File: src/rtl/pc_sequencer.sv
// pc_sequencer: control sequencer for the 6502 program counter datapath.
// It turns single commands (INC, BRANCH, JUMP, VECTOR) into per-cycle
// hold/load/increment strobes for the PCL and PCH register blocks.
// It also handles PCH page fix-up after a branch and two-byte vector
// fetches from memory.
//
// Optional feature macro: PC_SEQ_VECTOR_EN
//   defined   : VECTOR command performs the two-byte vector read and load
//   undefined : VECTOR spends one hold-only cycle and then reports done
//
// Ports:
//   i_clk, i_reset            clock, asynchronous active-high reset
//   i_cmd_valid / o_ready     command handshake (accept when both are high)
//   i_cmd                     0=INC 1=BRANCH 2=JUMP 3=VECTOR
//   i_offset, i_target        branch displacement, jump destination
//   i_vec_sel                 0=NMI 1=RESET 2/3=IRQ
//   i_pcl, i_pch, i_pclc      current PC bytes, PCL increment carry out
//   o_pcl_pcl, o_adl_pcl      PCL select: hold / load from ADL
//   o_pch_pch, o_adh_pch      PCH select: hold / load from ADH
//   o_i_pc, o_i_pch           PCL / PCH increment
//   o_adl, o_adh              bus values for loads
//   o_mem_addr, o_mem_rd      vector read request (data returns next cycle)
//   i_mem_data                read data
//   o_done                    one-cycle pulse, new PC visible this cycle
module pc_sequencer (
    input  logic        i_clk,
    input  logic        i_reset,
    input  logic        i_cmd_valid,
    output logic        o_ready,
    input  logic [1:0]  i_cmd,
    input  logic [7:0]  i_offset,
    input  logic [15:0] i_target,
    input  logic [1:0]  i_vec_sel,
    input  logic [7:0]  i_pcl,
    input  logic [7:0]  i_pch,
    input  logic        i_pclc,
    output logic        o_pcl_pcl,
    output logic        o_adl_pcl,
    output logic        o_pch_pch,
    output logic        o_adh_pch,
    output logic        o_i_pc,
    output logic        o_i_pch,
    output logic [7:0]  o_adl,
    output logic [7:0]  o_adh,
    output logic [15:0] o_mem_addr,
    output logic        o_mem_rd,
    input  logic [7:0]  i_mem_data,
    output logic        o_done
);

    typedef enum logic [2:0] {
        IDLE, INC, BR_LO, BR_FIX, JMP,
`ifdef PC_SEQ_VECTOR_EN
        VEC_RD_LO, VEC_RD_HI, VEC_LOAD
`else
        VEC_HOLD
`endif
    } state_t;

    state_t      state, state_nx;
    logic [7:0]  off_q, pcl_q, pch_q;
    logic [15:0] tgt_q;
    logic [8:0]  sum9;
    logic        page_cross;

    // Page crossing: carry out without a negative offset, or no carry with
    // a negative offset (i.e. a borrow). Both reduce to carry XOR sign.
    assign sum9       = {1'b0, pcl_q} + {1'b0, off_q};
    assign page_cross = sum9[8] ^ off_q[7];
    assign o_ready    = (state == IDLE);

`ifdef PC_SEQ_VECTOR_EN
    logic [1:0]  vec_q;
    logic [7:0]  lo_q;
    logic [15:0] vec_base;

    always_comb begin
        case (vec_q)
            2'd0:    vec_base = 16'hFFFA;
            2'd1:    vec_base = 16'hFFFC;
            default: vec_base = 16'hFFFE;
        endcase
    end

    always_ff @(posedge i_clk or posedge i_reset) begin
        if (i_reset) begin
            vec_q <= '0;
            lo_q  <= '0;
        end else begin
            if (o_ready && i_cmd_valid) vec_q <= i_vec_sel;
            // Low byte from the VEC_RD_LO read arrives during VEC_RD_HI.
            if (state == VEC_RD_HI)     lo_q  <= i_mem_data;
        end
    end
`else
    logic [9:0] unused_vec;
    assign unused_vec = {i_mem_data, i_vec_sel};
`endif

    always_ff @(posedge i_clk or posedge i_reset) begin
        if (i_reset) begin
            state  <= IDLE;
            off_q  <= '0;
            pcl_q  <= '0;
            pch_q  <= '0;
            tgt_q  <= '0;
            o_done <= 1'b0;
        end else begin
            state  <= state_nx;
            o_done <= (state != IDLE) && (state_nx == IDLE);
            if (o_ready && i_cmd_valid) begin
                off_q <= i_offset;
                pcl_q <= i_pcl;
                pch_q <= i_pch;
                tgt_q <= i_target;
            end
        end
    end

    always_comb begin
        state_nx   = state;
        o_pcl_pcl  = 1'b0;
        o_adl_pcl  = 1'b0;
        o_pch_pch  = 1'b0;
        o_adh_pch  = 1'b0;
        o_i_pc     = 1'b0;
        o_i_pch    = 1'b0;
        o_adl      = '0;
        o_adh      = '0;
        o_mem_addr = '0;
        o_mem_rd   = 1'b0;
        case (state)
            IDLE: begin
                o_pcl_pcl = 1'b1;
                o_pch_pch = 1'b1;
                if (i_cmd_valid) begin
                    case (i_cmd)
                        2'd0:    state_nx = INC;
                        2'd1:    state_nx = BR_LO;
                        2'd2:    state_nx = JMP;
`ifdef PC_SEQ_VECTOR_EN
                        default: state_nx = VEC_RD_LO;
`else
                        default: state_nx = VEC_HOLD;
`endif
                    endcase
                end
            end
            INC: begin
                o_pcl_pcl = 1'b1;
                o_i_pc    = 1'b1;
                o_pch_pch = 1'b1;
                o_i_pch   = i_pclc;
                state_nx  = IDLE;
            end
            BR_LO: begin
                o_adl     = sum9[7:0];
                o_adl_pcl = 1'b1;
                o_pch_pch = 1'b1;
                state_nx  = page_cross ? BR_FIX : IDLE;
            end
            BR_FIX: begin
                o_adh     = off_q[7] ? pch_q - 8'd1 : pch_q + 8'd1;
                o_adh_pch = 1'b1;
                o_pcl_pcl = 1'b1;
                state_nx  = IDLE;
            end
            JMP: begin
                o_adl     = tgt_q[7:0];
                o_adh     = tgt_q[15:8];
                o_adl_pcl = 1'b1;
                o_adh_pch = 1'b1;
                state_nx  = IDLE;
            end
`ifdef PC_SEQ_VECTOR_EN
            VEC_RD_LO: begin
                o_pcl_pcl  = 1'b1;
                o_pch_pch  = 1'b1;
                o_mem_addr = vec_base;
                o_mem_rd   = 1'b1;
                state_nx   = VEC_RD_HI;
            end
            VEC_RD_HI: begin
                o_pcl_pcl  = 1'b1;
                o_pch_pch  = 1'b1;
                o_mem_addr = vec_base + 16'd1;
                o_mem_rd   = 1'b1;
                state_nx   = VEC_LOAD;
            end
            VEC_LOAD: begin
                o_adl     = lo_q;
                o_adh     = i_mem_data;
                o_adl_pcl = 1'b1;
                o_adh_pch = 1'b1;
                state_nx  = IDLE;
            end
`else
            VEC_HOLD: begin
                o_pcl_pcl = 1'b1;
                o_pch_pch = 1'b1;
                state_nx  = IDLE;
            end
`endif
            default: state_nx = IDLE;
        endcase
    end

endmodule

File: config.mk
export PLATFORM = sky130hd
export DESIGN_NAME = pc_sequencer
export DESIGN_NICKNAME = d
export VERILOG_FILES = /design/src/rtl/pc_sequencer.sv
export SDC_FILE = /design/constraint.sdc
export NUM_CORES = 1
export LEC_CHECK = 0
export BUFFER_PORTS_ARGS = -buffer_cell sky130_fd_sc_hd__buf_2
export CORE_MARGIN = 5
export CORE_UTILIZATION = 23
export DETAILED_ROUTE_END_ITERATION = 6
export PLACE_DENSITY_LB_ADDON = 0.12
export SYNTH_ARGS = -nofsm -noshare
export SYNTH_HDL_FRONTEND = slang
export SYNTH_SLANG_ARGS = --single-unit
File: constraint.sdc
create_clock -name i_clk -period 2.8 [get_ports i_clk]
set_clock_uncertainty 0.1 [all_clocks]
set_input_delay 0.14 -clock i_clk [delete_from_list [all_inputs] [get_ports i_clk]]
set_output_delay 0.14 -clock i_clk [all_outputs]
set_load 0.02 [all_outputs]
[Yosys cells after proc, flatten, opt, wreduce, memory -nomap -nowiden]
Cells that the tools add are included.
Word-level totals
  bits in registers: 44
  latch bits: 0
  RAM bits: 0
  memory bits (read-only): 0
  input port bits: 56
  output and inout bits: 41
  logic and storage cells: 40
  memories kept: 0
Operators by class
  add/sub/neg operators: 3
  multiply operators: 0
  divide/modulo/power cells: 0
  $lt $le $gt $ge: 0
  equal/unequal tests: 7
  shift operators: 0
  mux-type cells: 13
  bitwise gates (word level): 1
  reduce and logical (&&, ||, !) cells: 10
Operators by type and width (count)
  case mux 8 bit (2 select lines): 2
  adder 8 x 8 -> 9 bit: 1
  case mux 3 bit (3 select lines): 1
  adder 8 x 1 -> 8 bit (second input constant): 1
  2-to-1 mux 8 bit: 1
  OR reduction 4 bit: 2
  subtractor 8 x 1 -> 8 bit (second input constant): 1
  equality test 3 x 2 -> 1 bit (second input constant): 2
  equality test 3 bit (second input constant): 2
  logical NOT 3 bit: 2
  2-to-1 mux 1 bit: 6
  case mux 3 bit (2 select lines): 1
  OR reduction 2 bit: 2
  equality test 3 x 1 -> 1 bit (second input constant): 1
  2-to-1 mux 3 bit: 1
  nonzero test 3 bit: 1
  equality test 2 x 1 -> 1 bit (second input constant): 1
  equality test 2 bit (second input constant): 1
  logical AND 1 bit: 2
  logical NOT 2 bit: 1
  2-to-1 mux 2 bit: 1
  XOR 1 bit: 1

[Logic depth before layout (Yosys ltp)]
Gate-level depths: netlist of run 1.
  depth in word-level cells: 6
  gate-level depth with buffers: 7
  gate-level depth less buffers: 7

[Least setup slack after synthesis of run 1]
No wires, ideal clock.
  path kind: register to output
  start: register off_q[0]
  end: output o_adl[4]
  data arrival time: 1894 ps
  required time: 2560 ps
  setup slack: 666 ps
  stages on the path, launching flop included: 7
  buffers on the path: 0
  cell sequence: dfrtp_1 > ha_1 > fa_1 > a21o_1 > a21oi_1 > xor2_1 > o21ai_0
On the way
  word-level cells in the longest chain between the ends: 2
Ends and longest elaborated chain
  from (decl): RTL line 61  | logic [7:0] off_q, pcl_q, pch_q;
  from (signal assigned): RTL line 112  | off_q <= i_offset;
  adder 8 x 8 -> 9 bit: RTL line 68  | assign sum9 = {1'b0, pcl_q} + {1'b0, off_q};
  case mux 8 bit (2 select lines): RTL line 132  | case (state)
  to (decl): RTL line 43  | output logic [7:0] o_adl,
Every way passes these cells.

[Final worst setup path of run 1]
  start: register off_q[0]
  end: output o_adl[6]
Same word-level chain as after synthesis.

==> results of run 1 <==
==> where the power goes <==
group / internal [mW] / switching, mW / leakage (nW) / total [mW]
clock network: 0.357 / 0.243 / 0.0712 / 0.599
registers: 0.955 / 0.267 / 0.519 / 1.22
logic: 1.35 / 1.33 / 1.23 / 2.68
==> what timing repair did <==
item,CTS,global route
hold buffers,35,0
buffers inserted,0,0
endpoints found under the hold margin,35,0
==> Yosys cell counts, types with 3 or more instances <==
| master | instances | area [um^2] |
|---|---|---|
| sky130_fd_sc_hd__nand2_1 | 12 | 45.0 |
| sky130_fd_sc_hd__a22o_1 | 6 | 52.6 |
| sky130_fd_sc_hd__nor2_1 | 6 | 22.5 |
| sky130_fd_sc_hd__o21ai_1 | 9 | 45.0 |
| sky130_fd_sc_hd__buf_4 | 19 | 143 |
| sky130_fd_sc_hd__inv_1 | 4 | 15.0 |
| sky130_fd_sc_hd__dfrtp_1 | 44 | 1100 |
| sky130_fd_sc_hd__a211oi_1 | 3 | 22.5 |
| sky130_fd_sc_hd__nor3_1 | 5 | 25.0 |
| sky130_fd_sc_hd__buf_12 | 5 | 100 |
| sky130_fd_sc_hd__mux2_4 | 37 | 556 |
| sky130_fd_sc_hd__o21ai_0 | 9 | 45.0 |
| sky130_fd_sc_hd__mux2_1 | 3 | 33.8 |
| sky130_fd_sc_hd__ha_1 | 17 | 213 |
| sky130_fd_sc_hd__xnor2_1 | 5 | 43.8 |
| sky130_fd_sc_hd__a21o_1 | 3 | 22.5 |
| sky130_fd_sc_hd__a21oi_1 | 7 | 35.0 |
| sky130_fd_sc_hd__xor2_1 | 8 | 70.1 |
| sky130_fd_sc_hd__o21bai_1 | 5 | 37.5 |
==> cell type report <==
type / count / area, um^2
timing repair buffer: 109 / 746
clock buffer: 8 / 146
inverter: 4 / 15.0
multi-input combinational: 175 / 1570
tap: 168 / 210
sequential: 44 / 1100
fill: 1284 / 8380
==> cell families after synthesis <==
group,share of synthesized area (%)
mux,20.8
compound gates,12.6
buf+inv,9.51
fa+ha+maj,8.77
other cells,0.130
xor+xnor,3.95
simple gates,6.08
flops,38.2
==> worst max path at each step <==
stage | cells past startpoint | to | slack [ns] | from
6_report | 8 | o_adl[6] | 0.26 | off_q[0]
3_3_place_gp | 7 | o_done | 0.53 | off_q[0]
5_1_grt | 8 | o_adl[6] | 0.13 | off_q[0]
2_1_floorplan | 6 | o_adl[4] | 0.67 | off_q[0]
3_5_place_dp | 7 | o_done | 0.53 | pcl_q[0]
4_1_cts | 8 | o_adl[6] | 0.22 | off_q[0]
==> layout by cell type, fill, tap and decap left out, types with 2 or more instances in the layout <==
cell type,n
sky130_fd_sc_hd__clkbuf_1,2
sky130_fd_sc_hd__dfrtp_1,44
sky130_fd_sc_hd__nor3_1,5
sky130_fd_sc_hd__a211oi_1,3
sky130_fd_sc_hd__fa_1,2
sky130_fd_sc_hd__mux2_4,37
sky130_fd_sc_hd__a21o_1,3
sky130_fd_sc_hd__clkbuf_16,5
sky130_fd_sc_hd__buf_2,69
sky130_fd_sc_hd__xnor2_1,5
sky130_fd_sc_hd__dlygate4sd3_1,35
sky130_fd_sc_hd__a32o_1,2
sky130_fd_sc_hd__o21bai_1,5
sky130_fd_sc_hd__nand2_1,12
sky130_fd_sc_hd__conb_1,17
sky130_fd_sc_hd__o21ai_0,9
sky130_fd_sc_hd__inv_1,3
sky130_fd_sc_hd__buf_4,4
sky130_fd_sc_hd__ha_1,17
sky130_fd_sc_hd__a22o_1,6
sky130_fd_sc_hd__xor2_1,8
sky130_fd_sc_hd__mux2_1,3
sky130_fd_sc_hd__a211oi_2,2
sky130_fd_sc_hd__a21oi_1,7
sky130_fd_sc_hd__a31oi_1,2
sky130_fd_sc_hd__nor2_1,6
sky130_fd_sc_hd__o21ai_1,9
==> flip-flops by register name, summed over array words and instances, names as in the netlist <==
register  count
tgt_q        16
off_q         8
pch_q         8
pcl_q         8
state         3
o_done        1
==> metal layers <==
metal | share of wire [%] | up-vias | global-route usage [%]
met1 | 47 | 983 | 12.6
met3 | 5.6 | 4 | 2.41
li1 | - | 1014 | -
met2 | 46 | 65 | 16.1
met4 | 0.73 | 0 | 1.89
met5 | 0 | - | 0
==> flow_metrics.py, run 1 <==
metrics = {
    "placement": {
        "gpl.final_weighted_congestion": 0.689,
        "dpl_worst_slack_ns": 0.534,
        "placed_cell_area_um2": 3290,
        "dp_hpwl_um": 5180,
        "placedCellCount": 465,
        "number_of_port_buffers": 69,
    },
    "timing": {
        "transition_time_at_the_pin_with_the_least_slew_margin_ns": 0.996,
        "fin_ws_ns": 0.260,
        "min_period_over_period_pct": 90.7,
        "count_of_endpoints_failing_setup_in_the_final_report": 0,
        "final_period_minus_worst_setup_slack_ns": 2.54,
        "fmaxAchievable_mhz": 394,
        "rsz_0062_raised_after_global_routing": "false",
        "timing_hold_violations_final": 4,
        "relSlewSlack_pct": 33.5,
        "drv_slew": 0,
        "sum_of_negative_setup_slack_ns": 0,
        "whs_ns": -0.00745,
    },
    "cts": {
        "cts_tree": "built",
        "root_buffer": "sky130_fd_sc_hd__clkbuf_16",
        "cts.path.max_buffers": 2,
        "clkSinkCount": 44,
        "clk_transition_reported_paths_ns": 0.06,
        "clock_latency_ns": 0.28,
        "cts_made_buffers": 5,
        "cts-resized-gates": 0,
        "ctsHtreeMaxLevel": 2,
    },
    "synth": {
        "synth_top_flop_cell": "sky130_fd_sc_hd__dfrtp_1",
        "synth_seq_cells": 44,
        "post_synth_edffs": 0,
        "synthCells": 233,
        "synth_area_per_cell_um2": 12.4,
        "yosysWarnings": 0,
        "synth_async_sr_flop_share_pct": 100,
        "synth.lib_cells_used.distinct": 41,
        "post_synth_instance_area_um2": 2880,
        "ys_seq_area_share_pct": 38.2,
    },
    "layout": {
        "finish.net_count": 414,
        "area_delta_synth_final_pct": 31.3,
        "drive_above_1_share_pct": 37.4,
        "finalNonFillerCells": 508,
        "layout.core_utilization_pct": 31.1,
        "final_cell_area_um2": 3790,
        "antenna_cells": 0,
    },
    "drt": {
        "postRouteWirelength_um": 7080,
        "violation_count_after_the_first_detailed_routing_iteration": 82,
        "routed_via_density": 4.07,
        "wl_per_cell_um": 13.9,
        "pre_antenna_drt_iters": 4,
        "remaining_drc_errors": 0,
        "vias": 2066,
        "ant_nets": 0,
    },
    "power": {
        "cellLeakagePower_nw": 1.82,
        "power.density_nw_per_um2": 1190,
        "ir_worst_vdd_uv": 432,
        "report.power.total_mw": 4.50,
    },
    "grt": {
        "gr-usage-all-layers_pct": 9.61,
        "largest_net_degree_at_the_start_of_global_routing": 45,
        "grt_antenna_before_repair": 0,
        "global_route_wire_length_before_repair_um": 11100,
        "first_global_vias": 2203,
        "global_route.overflow_total": 0,
    },
    "floorplanning": {
        "initial_utilization_pct": 23.7,
        "die-area_um2": 14900,
        "die-width_um": 122,
        "core_area_um2": 12200,
        "num_rows": 40,
        "fp.dieH_um": 122,
        "io_pins": 97,
    },
    "flow_run": {
        "drv.max_cap_violation_count": 0,
    },
    "setup_path": {
        "cp_max_fo": 3,
        "worstPathCellList": "ha_1 > fa_1 > a211oi_2 > o21bai_1 > a21oi_1 > xnor2_1 > o21ai_1 > buf_2",
        "worst_path_largest_cell_delay_ns": 0.46,
        "critical_path.top_delay_family": "adder cells",
        "critPathBufInv": 1,
        "setup.reg_to_reg.worst_slack_ns": 0.55,
        "critical_path.reg2reg.startpoint": "off_q[0]",
        "crit_required_ns": 2.56,
        "crit_path_end_kind": "primary output",
        "reg2regPathDepth": 7,
        "crit-reg2reg-capture": "o_done",
        "cp_slowest_cell": "sky130_fd_sc_hd__fa_1",
        "worstPathArrival_ns": 2.30,
        "worstSetupPathType": "reg -> out",
        "sort_of_element_at_the_start_of_the_critical_path": "flip-flop",
    },
    "outcome": {
        "violations": "negative hold slack",
        "status": "finished, violations left",
    },
    "hold_path": {
        "worstHoldPathType": "in -> async",
    },
}
Note: power is estimated with default switching activity, not from simulation.
==> inputs of run 2 (changes only) <==
--- a/config.mk
+++ b/config.mk
@@ -5,6 +5,7 @@
 export SDC_FILE = /design/constraint.sdc
 export NUM_CORES = 1
 export LEC_CHECK = 0
+export ABC_AREA = 1
 export BUFFER_PORTS_ARGS = -buffer_cell sky130_fd_sc_hd__buf_2
 export CORE_MARGIN = 5
 export CORE_UTILIZATION = 23
==> run 2 against run 1 <==
  * The run still ends with negative hold slack left
  * Wire length increased by 3.7%
  * Hold slack worse by 0.022 ns
  * Clock power up 13%
  * Cell count grew 15%
  * Flip-flop and latch count is the same
  * Via count grew 14%
  * Power decreased by 1.8%
  * Die area grew 1.3%
  * First-iteration DRC count rose by 20%
  * Setup slack improved by 0.15 ns
  * Synthesized area increased by 1.4%
==> flow_metrics.py, run 2 <==
metrics = {
    "outcome": {
        "status": "finished, violations left",
        "violations": "negative hold slack",
    },
    "drt": {
        "vias": 2346,
        "remaining_drc_errors": 0,
        "postRouteWirelength_um": 7340,
        "violation_count_after_the_first_detailed_routing_iteration": 98,
        "pre_antenna_drt_iters": 4,
        "ant_nets": 0,
        "wl_per_cell_um": 12.5,
        "routed_via_density": 4.00,
    },
    "synth": {
        "yosys.area.top_type": "sky130_fd_sc_hd__dfrtp_1",
        "top_cells_by_area_in_the_synthesized_netlist": "sky130_fd_sc_hd__dfrtp_1, sky130_fd_sc_hd__mux2_4, sky130_fd_sc_hd__nand2_1",
        "synth_top_flop_cell": "sky130_fd_sc_hd__dfrtp_1",
        "synth_async_sr_flop_share_pct": 100,
        "post_synth_instance_area_um2": 2920,
        "ys_seq_area_share_pct": 37.7,
        "synth_seq_cells": 44,
        "post_synth_edffs": 0,
        "synthMostInstantiatedCell": "sky130_fd_sc_hd__nand2_1",
        "synthCells": 302,
        "yosysTopAreaCellShare_pct": 37.7,
        "post_synth_most_frequent_cells": "sky130_fd_sc_hd__nand2_1, sky130_fd_sc_hd__dfrtp_1, sky130_fd_sc_hd__inv_1, sky130_fd_sc_hd__mux2_4, sky130_fd_sc_hd__nand3_1",
        "yosysWarnings": 0,
        "synth.lib_cells_used.distinct": 28,
        "synth_area_per_cell_um2": 9.68,
    },
    "setup_path": {
        "worstSetupPathType": "reg -> out",
        "cp_slowest_cell": "sky130_fd_sc_hd__dfrtp_1",
        "worstPathArrival_ns": 2.15,
        "critical_path.reg2reg.startpoint": "off_q[0]",
        "sort_of_element_at_the_start_of_the_critical_path": "flip-flop",
        "crit_required_ns": 2.56,
        "worst_path_largest_cell_delay_ns": 0.56,
        "worstPathCellList": "fa_1 > nand2_1 > a21boi_0 > o21ai_0 > nand2_1 > o21ai_0 > buf_2",
        "cp_max_fo": 11,
        "critPathLaunch": "off_q[7]",
        "crit_path_end_kind": "primary output",
    },
    "power": {
        "power.density_nw_per_um2": 1120,
        "ir_worst_vdd_uv": 639,
        "cellLeakagePower_nw": 2.15,
        "report.power.total_mw": 4.41,
    },
    "floorplanning": {
        "num_rows": 41,
        "initial_utilization_pct": 23.4,
        "io_pins": 97,
        "die-area_um2": 15100,
        "die-width_um": 123,
        "fp.dieH_um": 123,
        "core_area_um2": 12500,
    },
    "timing": {
        "relSlewSlack_pct": 35.1,
        "drv_slew": 0,
        "final_period_minus_worst_setup_slack_ns": 2.39,
        "fmaxAchievable_mhz": 418,
        "transition_time_at_the_pin_with_the_least_slew_margin_ns": 0.972,
        "sum_of_negative_setup_slack_ns": 0,
        "rsz_0062_raised_after_global_routing": "false",
        "min_period_over_period_pct": 85.4,
        "whs_ns": -0.0298,
        "count_of_endpoints_failing_setup_in_the_final_report": 0,
        "timing_hold_violations_final": 44,
    },
    "cts": {
        "clock_latency_ns": 0.29,
        "ctsHtreeMaxLevel": 2,
        "clkSinkCount": 44,
        "cts.path.max_buffers": 2,
        "post-cts-setup-buffers": 0,
        "clk_transition_reported_paths_ns": 0.06,
        "root_buffer": "sky130_fd_sc_hd__clkbuf_16",
        "cts_made_buffers": 5,
        "cts_tree": "built",
    },
    "grt": {
        "global_route.overflow_total": 0,
        "gr-usage-all-layers_pct": 10.5,
        "global_route_wire_length_before_repair_um": 12200,
        "largest_net_degree_at_the_start_of_global_routing": 45,
        "first_global_vias": 2363,
        "grt_antenna_before_repair": 0,
    },
    "layout": {
        "registers.top_by_ff_count": "tgt_q",
        "final_cell_area_um2": 3940,
        "antenna_cells": 0,
        "area_delta_synth_final_pct": 34.7,
        "drive_above_1_share_pct": 30.0,
        "largest_register_ff_count": 16,
        "layout.core_utilization_pct": 31.5,
        "finish.net_count": 488,
        "layout.cells.most_common": "sky130_fd_sc_hd__nand2_1",
        "mostFrequentLayoutCells": "sky130_fd_sc_hd__nand2_1, sky130_fd_sc_hd__buf_2, sky130_fd_sc_hd__dfrtp_1",
    },
    "placement": {
        "dp_hpwl_um": 5310,
        "number_of_port_buffers": 69,
        "placed_cell_area_um2": 3370,
        "gpl.final_weighted_congestion": 0.743,
    },
    "hold_path": {
        "worstHoldPathType": "in -> async",
    },
    "flow_run": {
        "drv.max_cap_violation_count": 0,
    },
}
run 2: power by group:
| part | internal, mW | switching (mW) |
|---|---|---|
| sequential | 0.952 | 0.256 |
| clock | 0.420 | 0.256 |
| combinational | 1.17 | 1.36 |
run 2: area by class of cell:
class,count,area (um^2)
inverters,38,143
well taps,172,215
multi-input cells,214,1560
fillers,1334,8580
clock buffers,6,129
flip-flops and latches,44,1100
clock inverters,2,35.0
repair buffers,110,753
run 2: path summary, 6_finish.rpt:
| kind | endpoint | slack (ns) | cells past startpoint |
|---|---|---|---|
| min | tgt_q[11] | -0.03 | 2 |
| min reg2reg | tgt_q[3] | 0.41 | 1 |
| min in group i_clk | state[0] | 0.05 | 3 |
| max | o_adh[4] | 0.41 | 7 |
| max reg2reg | o_done | 0.86 | 10 |
| max in group asynchronous | pcl_q[0] | 2.02 | 2 |
run 2: metrics by stage:
| step | std cells | setup WS (ns) | hold WS, ns |
|---|---|---|---|
| floorplan | 318 | 0.754 | 0.185 |
| global placement | 538 | 0.663 | 0.271 |
| detailed placement | 538 | 0.736 | 0.275 |
| CTS | 586 | 0.393 | 0.0140 |
| global route | 586 | 0.156 | 0.0651 |
| finish | 586 | 0.409 | -0.0298 |
run 2: critical path: cells and delay by family, from the launching register on:
kind	cells	cell delay, ns
DFF	1	0.56
adders and majority gates	1	0.53
AOI/OAI and AO/OA	3	0.39
buffers and inverters	1	0.20
and+or+nand+nor	2	0.17
run 2: what timing repair did:
item | CTS | global route
gates resized for setup | 0 | 0
hold buffers | 40 | 0
hold endpoints to repair | 40 | 0
run 2: kinds of logic (layout without fill, tap and decap cells):
family	Yosys count	after routing	synth area share [%]
other cells	1	17	0.128
compound gates	25	25	5.09
simple gates	113	113	17.5
flops	44	44	37.7
buf+inv	60	156	11.0
mux	39	39	19.8
fa+ha+maj	19	19	8.64
xor+xnor	1	1	0.300
run 2: routing by layer:
| metal | vias up | GRT usage [%] | wire length (um) |
|---|---|---|---|
| met1 | 1080 | 15.0 | 3790 |
| met5 | - | 0 | 0 |
| li1 | 1182 | - | - |
| met3 | 10 | 2.17 | 414 |
| met2 | 74 | 15.0 | 2980 |
| met4 | 0 | 4.83 | 161 |
==> inputs of run 3 (changes only) <==
==> constraint.sdc (replaced) <==
create_clock -name i_clk -period 2.2 [get_ports i_clk]
set_clock_uncertainty 0.1 [all_clocks]
set_input_delay 0.11 -clock i_clk [delete_from_list [all_inputs] [get_ports i_clk]]
set_output_delay 0.11 -clock i_clk [all_outputs]
set_load 0.02 [all_outputs]
==> run 3 against run 2 <==
  * The run now ends clean
  * Non-clock buffer count grew 11
  * Setup slack lost 0.34 ns
  * Cell area grew 5.2%
  * Via count grew 1.6%
  * Cell count grew 1.9%
  * Combinational power grew 43%
==> flow_metrics.py, run 3 (same netlist as run 2, synthesis figures left out) <==
metrics = {
    "floorplanning": {
        "die-area_um2": 15100,
        "fp.dieH_um": 123,
        "die-width_um": 123,
        "core_area_um2": 12500,
        "io_pins": 97,
        "initial_utilization_pct": 23.4,
        "num_rows": 41,
    },
    "power": {
        "switching_share_pct": 42.4,
        "ir_worst_vdd_uv": 500,
        "p_clk_share_pct": 13.1,
        "cellLeakagePower_nw": 2.21,
        "power.density_nw_per_um2": 1430,
        "cellInternalPower_mw": 3.42,
        "total_net_switching_power_mw": 2.51,
        "power.sequential.fraction_pct": 25.9,
        "pwr-share-comb_pct": 61.0,
    },
    "drt": {
        "violation_count_after_the_first_detailed_routing_iteration": 112,
        "ant_nets": 0,
        "postRouteWirelength_um": 7620,
        "pre_antenna_drt_iters": 4,
        "vias": 2384,
        "wl_per_cell_um": 12.8,
        "remaining_drc_errors": 0,
        "routed_via_density": 3.99,
    },
    "layout": {
        "num-fill-cells": 1310,
        "finish.net_count": 499,
        "finalNonFillerCells": 597,
        "layout.cells.most_common": "sky130_fd_sc_hd__nand2_1",
        "largest_register_ff_count": 16,
        "antenna_cells": 0,
        "mostFrequentLayoutCells": "sky130_fd_sc_hd__nand2_1, sky130_fd_sc_hd__buf_2, sky130_fd_sc_hd__dfrtp_1",
        "multiInputGateArea_um2": 1670,
        "area_delta_synth_final_pct": 41.7,
        "registers.top_by_ff_count": "tgt_q",
        "register_area_um2": 1100,
        "drive_above_1_share_pct": 36.5,
        "layout.core_utilization_pct": 33.1,
    },
    "timing": {
        "rsz_0062_raised_after_global_routing": "true",
        "fmaxAchievable_mhz": 470,
        "count_of_endpoints_failing_setup_in_the_final_report": 0,
        "fin_ws_ns": 0.0722,
        "whs_ns": 0.0337,
        "timing_hold_violations_final": 0,
        "sum_of_negative_setup_slack_ns": 0,
        "min_period_over_period_pct": 96.7,
        "drv_slew": 0,
        "final_period_minus_worst_setup_slack_ns": 2.13,
    },
    "cts": {
        "cts_made_buffers": 5,
        "cts.path.max_buffers": 2,
        "root_buffer": "sky130_fd_sc_hd__clkbuf_16",
        "cts_tree": "built",
        "ctsHtreeMaxLevel": 2,
        "clock_latency_ns": 0.29,
        "clk_transition_reported_paths_ns": 0.06,
        "clkSinkCount": 44,
    },
    "setup_path": {
        "cp_max_fo": 5,
        "crit_path_end_kind": "primary output",
        "reg2regPathDepth": 10,
        "crit-reg2reg-capture": "o_done",
        "sort_of_element_at_the_start_of_the_critical_path": "flip-flop",
        "worstSetupPathType": "reg -> out",
        "worstPathArrival_ns": 1.92,
        "setup.reg_to_reg.worst_slack_ns": 0.32,
        "critical_path.reg2reg.startpoint": "off_q[7]",
        "crit_required_ns": 1.99,
    },
    "outcome": {
        "status": "completed",
    },
    "hold_path": {
        "min-delay-start": "i_cmd_valid",
        "worstHoldPathType": "in -> reg",
        "timing.hold.worst_endpoint": "state[0]",
        "hold_path_depth": 3,
    },
    "grt": {
        "global_route.overflow_total": 0,
        "gr-usage-all-layers_pct": 10.6,
        "global_route_wire_length_before_repair_um": 12300,
        "first_global_vias": 2442,
        "grt_antenna_before_repair": 0,
        "largest_net_degree_at_the_start_of_global_routing": 27,
    },
    "placement": {
        "dp_hpwl_um": 5680,
        "number_of_port_buffers": 69,
        "placedCellCount": 545,
        "dpl_worst_slack_ns": 0.187,
        "gpl.final_weighted_congestion": 0.744,
    },
    "flow_run": {
        "drv.max_cap_violation_count": 0,
    },
}
==> run 3: cell types whose count changed in the layout (fill, tap and decap cells not counted), moves of 4 or more <==
cell,before,now
sky130_fd_sc_hd__ha_2,0,4
sky130_fd_sc_hd__ha_1,17,8
sky130_fd_sc_hd__o21ai_1,0,4
sky130_fd_sc_hd__buf_4,1,14
sky130_fd_sc_hd__buf_2,69,64
sky130_fd_sc_hd__ha_4,0,5
sky130_fd_sc_hd__o21ai_0,9,4
==> run 3: worst max-delay path by stage <==
stage	from	to	cells after the start
detailed placement	off_q[0]	o_adl[6]	8
floorplan	off_q[7]	o_adh[4]	6
global route	off_q[7]	o_adh[5]	10
finish	off_q[7]	o_adh[5]	9
global placement	off_q[7]	o_adh[7]	10
CTS	off_q[7]	o_adh[7]	10
==> run 3: final cells by class <==
type | count | share of cell area (%)
Multi-Input combinational cell | 214 | 40.2
Timing Repair Buffer | 121 | 20.9
Inverter | 38 | 3.44
Sequential cell | 44 | 26.6
Clock inverter | 2 | 0.242
Tap cell | 172 | 5.19
Clock buffer | 6 | 3.35
==> run 3: per-stage QoR <==
step,power [mW],area (um^2)
finish,5.93,4140
CTS,5.82,4060
detailed placement,4.78,3440
global placement,4.78,3440
global route,6.51,4140
floorplan,4.01,2980
==> run 3: layer usage <==
layer	wire, um	part of all wire (%)	vias to the layer above	GRT usage [%]
met1	3890	51	1110	15.2
li1	-	-	1206	-
met4	92	1.2	0	3.57
met5	0	0	-	0
met2	3270	43	64	15.8
met3	365	4.8	4	1.98
==> run 3: repair_timing <==
| item | CTS | global route |
|---|---|---|
| resized for setup | 11 | 23 |
| pin swaps | 0 | 4 |
| endpoints found under the hold margin | 54 | 0 |
| setup buffers | 1 | 2 |
| hold buffers | 41 | 0 |
| setup endpoints to repair | 8 | 11 |
==> run 3: power by group through the flow <==
stage	sequential (mW)	combinational, mW	clock (mW)
after floorplan	1.46	2.55	0
after global placement	1.52	3.26	0
after detailed placement	1.53	3.25	0
after CTS	1.53	3.47	0.819
after global routing	1.59	4.07	0.849
final	1.54	3.62	0.774
==> run 3: worst max-delay path, stage by stage, from the launching register on <==
cell and delay (ns):
sky130_fd_sc_hd__dfrtp_2 0.46, sky130_fd_sc_hd__buf_6 0.17, sky130_fd_sc_hd__ha_4 0.29, sky130_fd_sc_hd__nand2_1 0.06
sky130_fd_sc_hd__inv_2 0.08, sky130_fd_sc_hd__nand4_1 0.13, sky130_fd_sc_hd__nand4_1 0.10, sky130_fd_sc_hd__nand3_1 0.07
sky130_fd_sc_hd__nand2_1 0.09, sky130_fd_sc_hd__buf_2 0.17
